### src/rtl/bomberman_pkg.sv
// Shared types and constants for the bomberman video path.
// No logic of its own; blit_state_t encodes the sprite_blitter FSM.
// Backpressure: n/a.
package bomberman_pkg;

    typedef enum logic [1:0] {
        IDLE,
        DRAW,
        DONE
    } blit_state_t;

    localparam int SCREEN_W_DEF = 160;
    localparam int SCREEN_H_DEF = 120;

    localparam logic [2:0] COLOUR_BLACK = 3'd0;

    // Counter width for n states, never narrower than one bit.
    function automatic int cnt_w(input int n);
        return (n > 1) ? $clog2(n) : 1;
    endfunction

endpackage

### src/rtl/sprite_blitter_raster_counter.sv
// Column/row raster counter for one SPR_W x SPR_H block; last flags the final pixel.
// Latency: counts advance on the edge where en is high; clear has priority over en.
// Backpressure: holding en low freezes col/row.
module raster_counter
    import bomberman_pkg::*;
#(
    parameter int SPR_W = 4,
    parameter int SPR_H = 4
) (
    input  logic                       clock,
    input  logic                       reset,
    input  logic                       clear,
    input  logic                       en,
    output logic [cnt_w(SPR_W)-1:0]    col,
    output logic [cnt_w(SPR_H)-1:0]    row,
    output logic                       last
);

    localparam int COL_W = cnt_w(SPR_W);
    localparam int ROW_W = cnt_w(SPR_H);

    logic col_end;
    logic row_end;

    assign col_end = (col == COL_W'(SPR_W - 1));
    assign row_end = (row == ROW_W'(SPR_H - 1));
    assign last    = col_end && row_end;

    always_ff @(posedge clock or posedge reset) begin
        if (reset) begin
            col <= '0;
            row <= '0;
        end else if (clear) begin
            col <= '0;
            row <= '0;
        end else if (en) begin
            if (col_end) begin
                col <= '0;
                row <= row_end ? '0 : row + ROW_W'(1);
            end else begin
                col <= col + COL_W'(1);
            end
        end
    end

endmodule

### src/rtl/sprite_blitter.sv
// Sprite/rectangle plotter: one pixel per cycle in raster order; optional clipping via BLIT_CLIP_EN.
// Latency: first pixel the cycle after accept, done in cycle SPR_W*SPR_H+1, ready back one cycle later.
// Backpressure: stall freezes the raster and drops plot; start is ignored unless ready.
module sprite_blitter
    import bomberman_pkg::*;
#(
    parameter int X_W      = 8,
    parameter int Y_W      = 7,
    parameter int COLOUR_W = 3,
    parameter int SPR_W    = 4,
    parameter int SPR_H    = 4,
    parameter int SCREEN_W = SCREEN_W_DEF,
    parameter int SCREEN_H = SCREEN_H_DEF
) (
    input  logic                clock,
    input  logic                reset,
    input  logic                start,
    output logic                ready,
    input  logic                erase,
    input  logic [X_W-1:0]      x_in,
    input  logic [Y_W-1:0]      y_in,
    input  logic [COLOUR_W-1:0] colour_in,
    input  logic [COLOUR_W-1:0] bg_colour_in,
    input  logic                stall,
    output logic [X_W-1:0]      x_out,
    output logic [Y_W-1:0]      y_out,
    output logic [COLOUR_W-1:0] colour_out,
    output logic                plot,
    output logic                done
);

    localparam int COL_W = cnt_w(SPR_W);
    localparam int ROW_W = cnt_w(SPR_H);

    if (SPR_W < 1 || SPR_H < 1 || SCREEN_W < 1 || SCREEN_H < 1) begin : g_bad_geometry
        $error("sprite_blitter: block and screen dimensions must be at least 1");
    end

    blit_state_t         state;
    logic [X_W-1:0]      x_base;
    logic [Y_W-1:0]      y_base;
    logic [COLOUR_W-1:0] c_lat;

    logic [COL_W-1:0]    col;
    logic [ROW_W-1:0]    row;
    logic                last;
    logic                cnt_clear;
    logic                cnt_en;

    logic [X_W-1:0]      x_pix;
    logic [Y_W-1:0]      y_pix;
    logic                pix_on;

    // Counter sits at zero whenever idle, so the accept edge needs no extra clear.
    assign cnt_clear = (state == IDLE);
    assign cnt_en    = (state == DRAW) && !stall;

    raster_counter #(
        .SPR_W (SPR_W),
        .SPR_H (SPR_H)
    ) u_raster (
        .clock (clock),
        .reset (reset),
        .clear (cnt_clear),
        .en    (cnt_en),
        .col   (col),
        .row   (row),
        .last  (last)
    );

`ifdef BLIT_CLIP_EN
    // One extra bit so pixels past the right/bottom edge are seen rather than wrapped.
    logic [X_W:0] x_sum;
    logic [Y_W:0] y_sum;

    assign x_sum  = {1'b0, x_base} + (X_W+1)'(col);
    assign y_sum  = {1'b0, y_base} + (Y_W+1)'(row);
    assign x_pix  = x_sum[X_W-1:0];
    assign y_pix  = y_sum[Y_W-1:0];
    assign pix_on = (x_sum < (X_W+1)'(SCREEN_W)) && (y_sum < (Y_W+1)'(SCREEN_H));
`else
    assign x_pix  = x_base + X_W'(col);
    assign y_pix  = y_base + Y_W'(row);
    assign pix_on = 1'b1;
`endif

    always_ff @(posedge clock or posedge reset) begin
        if (reset) begin
            state      <= IDLE;
            ready      <= 1'b1;
            plot       <= 1'b0;
            done       <= 1'b0;
            x_out      <= '0;
            y_out      <= '0;
            colour_out <= COLOUR_W'(COLOUR_BLACK);
            x_base     <= '0;
            y_base     <= '0;
            c_lat      <= '0;
        end else begin
            case (state)
                IDLE: begin
                    plot <= 1'b0;
                    done <= 1'b0;
                    if (start && ready) begin
                        x_base <= x_in;
                        y_base <= y_in;
                        c_lat  <= erase ? bg_colour_in : colour_in;
                        ready  <= 1'b0;
                        state  <= DRAW;
                    end
                end
                DRAW: begin
                    if (stall) begin
                        plot <= 1'b0;
                    end else begin
                        plot       <= pix_on;
                        x_out      <= x_pix;
                        y_out      <= y_pix;
                        colour_out <= c_lat;
                        if (last) begin
                            state <= DONE;
                        end
                    end
                end
                DONE: begin
                    // First DONE cycle raises done; the second returns to IDLE with ready.
                    plot <= 1'b0;
                    if (!done) begin
                        done <= 1'b1;
                    end else begin
                        done  <= 1'b0;
                        ready <= 1'b1;
                        state <= IDLE;
                    end
                end
                default: begin
                    state <= IDLE;
                    ready <= 1'b1;
                    plot  <= 1'b0;
                    done  <= 1'b0;
                end
            endcase
        end
    end

endmodule
### config.mk
export PLATFORM = sky130hd
export DESIGN_NAME = sprite_blitter
export DESIGN_NICKNAME = d
export VERILOG_FILES = /design/src/rtl/bomberman_pkg.sv /design/src/rtl/sprite_blitter_raster_counter.sv /design/src/rtl/sprite_blitter.sv
export SDC_FILE = /design/constraint.sdc
export NUM_CORES = 1
export LEC_CHECK = 0
export BUFFER_PORTS_ARGS = -buffer_cell sky130_fd_sc_hd__buf_2
export CORE_UTILIZATION = 53
export DETAILED_ROUTE_END_ITERATION = 16
export PLACE_DENSITY = 0.79
export SLEW_MARGIN = 40
export SYNTH_ARGS = -nofsm -noshare
export SYNTH_HDL_FRONTEND = slang
export SYNTH_SLANG_ARGS = --single-unit
### constraint.sdc
create_clock -name clock -period 2.4 [get_ports clock]
set_input_delay 0.72 -clock clock [delete_from_list [all_inputs] [get_ports clock]]
set_output_delay 0.72 -clock clock [all_outputs]
set_load 0.05 [all_outputs]
# == After elaboration in Yosys (flattened, before gate mapping) ==
# Index checks and enable logic that the tools add are counted.
# op_classes
addsub,4
eq_ne,8
muxes,20
n_bitwise,2
n_reduce_logical,12
# op_table
operator,count
2-bit two-way mux,11
8-bit by 2-bit adder with 8-bit output,1
7-bit by 2-bit adder with 7-bit output,1
"2-bit equality test, second input constant",3
"2-bit inequality test, second input constant",3
2-bit case mux with 3 select lines,1
2-bit AND reduction,3
1-bit two-way mux,5
"2-bit by 1-bit adder with 2-bit output, second input constant",2
4-bit AND reduction,1
2-bit nonzero test,2
1-bit logical AND,3
3-bit two-way mux,1
1-bit case mux with 3 select lines,1
3-bit AND reduction,1
"2-bit by 1-bit equality test with 1-bit output, second input constant",1
2-bit zero test,1
"2-bit by 1-bit inequality test with 1-bit output, second input constant",1
1-bit NOT,2
1-bit case mux with 2 select lines,1
1-bit zero test,1
# totals
reg_bits,45
inputBits,26

# == Logic depth before layout (Yosys ltp) ==
# depth
word_depth,5
ltp_mapped,7
depth_no_buf,6

# == Cells and area by module ==
# A second synthesis with hierarchy kept.
# hier_totals
hier_cells,191
area_unflattened_um2,2048.2
# by_module_without_submodules
mod,instances,cells_each,area_each_um2
sprite_blitter,1,171,1830.5
raster_counter,1,20,217.7

# == Worst setup path before layout ==
# OpenSTA, ideal clock, no wires.
# synth_timing
path_type,input-to-reg
start,in stall
end,reg x_out[3]
t_arrival_ns,1.715
slack_ns,0.616
path_stages,4
path_buffers,1
cell_sequence,or3b_1 > clkbuf_1 > or4_1 > nand3_1
# synth_between
elab_chain_cells,2
# synth_lines
element,line_no,text
start: declaration,sprite_blitter.sv:24,"input logic stall,"
1-bit NOT (no source line),-,
2-bit AND reduction (no source line),-,
end signal: assignment,sprite_blitter.sv:117,x_out <= x_pix;
end: declaration,sprite_blitter.sv:25,"output logic [X_W-1:0] x_out,"
# No other way between the ends.
# A chain may end at the register's enable or synchronous reset.

# == Worst setup path after layout ==
# layout_timing
start,reg u_raster.row[0]
end,reg y_out[6]
# layout_between
elab_chain_cells,1
# layout_lines
element,line_no,text
start: declaration,sprite_blitter_raster_counter.sv:15,"output logic [cnt_w(SPR_H)-1:0] row,"
start signal: assignment,sprite_blitter_raster_counter.sv:39,row <= row_end ? '0 : row + ROW_W'(1);
7-bit by 2-bit adder with 7-bit output,sprite_blitter.sv:83,assign y_pix = y_base + Y_W'(row);
end signal: assignment,sprite_blitter.sv:118,y_out <= y_pix;
end: declaration,sprite_blitter.sv:26,"output logic [Y_W-1:0] y_out,"
# No other way between the ends.

==> flow_summary.toml <==
[critical_path]
crit_path_max_fanout = 4
slowest_delay_ns = 0.41
r2r-end = "y_out[6]"
worst_path_max_delay_cell = "dfrtp_1"
cp-end-kind = "register"
r2r_cells = 6
cp_data_required_time_ns = 2.62
worst-path-buf-inv = 1
critPathKind = "reg -> reg"
cp-start-kind = "register"
rrSetupSlack_ns = 0.51
cp.arrival_ns = 2.11
critical-path-top-delay-family = "simple AND/OR/NAND/NOR gates"
path_cells = "ha_1 -> inv_1 -> fa_1 -> nand3b_1 -> or3_1 -> a31oi_1"
reg2reg_from = "u_raster.row[0]"

[timing]
tightest_slew_ns = 0.539
fin_crit_sh_pct = 78.8
finalSetupTns_ns = 0
clock.fmax_mhz = 529
finalClockSkew_ns = 0.00506
slew_headroom_pct = 64.1
whs_ns = 0.474
period_minus_slack_ns = 1.89
hold_violations = 0
final-max-slew-violation-count = 0
rsz0062_at_grt = "false"
setup_viol = 0

[clock_tree]
cts_tree = "yes"
clockBufferDepth = 2
numCtsBuffers = 5
clock_sinks = 45
clk_latency_ns = 0.30
post_cts_resized = 0
cts_root_buf = "clkbuf_8"
cts_max_level = 2
cts_setup_buffers = 0
clkSlewWorstSetupHoldPaths_ns = 0.08
ctsHoldBuffers = 0

[place]
io_buffers = 46
hpwl_microns = 2710
place_congestion = 0.740
dp_cells = 279

[layout]
antenna_cells = 0
nNetsFinal = 272
fin_cells = 287
area_growth_syn_to_layout_pct = 17.7
drive_gt1_share_pct = 28.5
fill_cells = 305
final_util_pct = 65.3

[grt]
antenna_found_initial = 0
first_global_vias = 1461
grt_usage_pct = 20.6
grt_remaining_overflow = 0
grt_start_max_net_pins = 46
grt_pass1_wl_microns = 6300

[logic_synthesis]
synthArstFlopShare_pct = 100
netlist_area_sq_um = 2030
yosysUniqueCellTypes = 31
synth_top_flop_cell = "dfrtp_1"
synth-edff-count = 0
yosysWarnings = 0
synth_cells = 190
synth_seq_area_share_pct = 55.5
synth_fp_nets = 224
syn_avg_cell_area_sq_um = 10.7
synth_seq_cells = 45

[drt]
first_iter_violations = 43
routed-via-count = 1501
via_per_inst = 5.23
drcViolationCount = 1
dr.pass1.iters = 10
ant_nets = 0
wl_microns = 3650
routedWlPerCell_microns = 12.7

[floorplanning]
num_rows = 22
ioPinCount = 47
start_util_pct = 55.5
die_x_microns = 63.9
die_y_microns = 63.9
core-area_sq_um = 3660
die_area_sq_um = 4090

[status]
violations = "DRC"
status = "finished with violations"

[power]
p_leak_nw = 1.27
powerDensity_nw_per_um2 = 518
ir_worst_vdd_uv = 414

[run]
maxCapViolations = 0

[worst_hold_path]
min_to = "colour_out[1]"
min_path_type = "reg -> reg"
min-delay-start = "c_lat[1]"
hold_depth = 2
-- layer usage --
layer | up-vias | track usage, % | routed length [microns]
li1 | 751 | - | -
met1 | 706 | 26.1 | 1720
met2 | 36 | 33.4 | 1720
met3 | 8 | 4.46 | 130
met4 | 0 | 10.2 | 83
met5 | - | 0 | 0
-- cell families after synthesis --
group / Yosys count / share of synthesized area [%]
muxes: 13 / 7.02
adders and majority gates: 8 / 5.67
and+or+nand+nor: 63 / 14.9
AOI/OAI and AO/OA: 38 / 11.5
DFF: 45 / 55.5
xor gates and xnor gates: 4 / 1.72
buffers and inverters: 19 / 3.76
-- synth_stat cells (2+ instances only) --
| cell | n | share of area, % |
|---|---|---|
| mux2_2 | 10 | 5.5 |
| o21ai_0 | 15 | 3.7 |
| fa_1 | 2 | 2.0 |
| or4_1 | 3 | 1.1 |
| xor2_1 | 4 | 1.7 |
| buf_2 | 4 | 0.99 |
| or3_1 | 4 | 1.2 |
| nand2b_1 | 2 | 0.62 |
| nand2_1 | 30 | 5.5 |
| a22o_1 | 5 | 2.2 |
| dfrtp_1 | 44 | 54 |
| nor2_1 | 11 | 2.0 |
| clkbuf_1 | 4 | 0.74 |
| a21o_1 | 3 | 1.1 |
| nand3b_1 | 3 | 1.1 |
| a21oi_1 | 6 | 1.5 |
| o211ai_1 | 2 | 0.74 |
| mux2i_1 | 3 | 1.5 |
| nand3_1 | 4 | 0.99 |
| a31oi_1 | 5 | 1.5 |
| inv_1 | 10 | 1.8 |
| ha_1 | 6 | 3.7 |
| o31ai_1 | 2 | 0.74 |
-- tightest hold or removal path: cells and delay by family, from the launching register on --
| family | cells | cell delay (ns) |
|---|---|---|
| DFF | 1 | 0.35 |
| and+or+nand+nor | 2 | 0.10 |
-- stage by stage --
step / power, W / setup WS (ns) / cell area (sq um)
floorplan: 0.000788 / 0.616 / 2030
global placement: 0.000814 / 0.243 / 2310
detailed placement: 0.000814 / 0.222 / 2310
CTS: 0.00126 / 0.495 / 2390
global route: 0.00129 / 0.323 / 2390
finish: 0.00124 / 0.508 / 2390
-- report_power, final --
| part | switching, W | total [W] | leakage [nW] | internal, W |
|---|---|---|---|---|
| combinational | 0.0000215 | 0.0000400 | 0.623 | 0.0000184 |
| sequential | 0 | 0.000758 | 0.599 | 0.000758 |
| clock | 0.000240 | 0.000442 | 0.0450 | 0.000202 |
-- worst max path at each step --
stage,start,end,slack [ns],cells after the start
after detailed placement,stall,u_raster.col[1],0.22,4
final,u_raster.row[0],y_out[6],0.51,6
after global routing,state[0],y_out[3],0.32,4
after floorplan,reset,c_lat[0],0.62,1
after global placement,stall,u_raster.col[1],0.24,4
after CTS,u_raster.row[0],y_out[6],0.49,6
-- final cells by class --
cell class                 instances  area, sq um  share of cell area, %
clock inverter                     2         10.0                  0.418
inverter                          11         41.3                   1.73
sequential                        45         1130                   47.1
tap                               48         60.1                   2.51
clock buffer                       6         72.6                   3.03
timing repair buffer              49          253                   10.6
multi-input combinational        126          828                   34.6
-- registers in the layout, summed over array words and instances (netlist names) --
register and cells:
c_lat 3, colour_out 3, done 1, plot 1, ready 1, state 2, u_raster.col 2, u_raster.row 2
x_base 8, x_out 8, y_base 7, y_out 7
-- cells in the final DEF, fill, tap and decap left out --
cell type / instances
nor3_1: 1
clkbuf_1: 1
o211ai_1: 2
or4_1: 3
clkinv_1: 2
nor3b_1: 1
or3_1: 4
xor2_1: 4
ha_1: 6
mux2i_1: 3
fa_1: 2
or3b_1: 1
nand3_1: 4
inv_1: 9
clkinv_2: 2
nand2b_1: 2
a21o_1: 3
o21ai_0: 15
nand2_1: 30
and4bb_2: 1
buf_2: 46
clkbuf_8: 5
nand4_1: 1
nand3b_1: 3
nor2_1: 11
a22o_1: 5
dfstp_2: 1
mux2_2: 10
o31ai_1: 2
buf_4: 3
dfrtp_1: 44
nor2b_1: 1
a21oi_1: 6
a31oi_1: 5
Note: power is estimated with default switching activity, not from simulation.
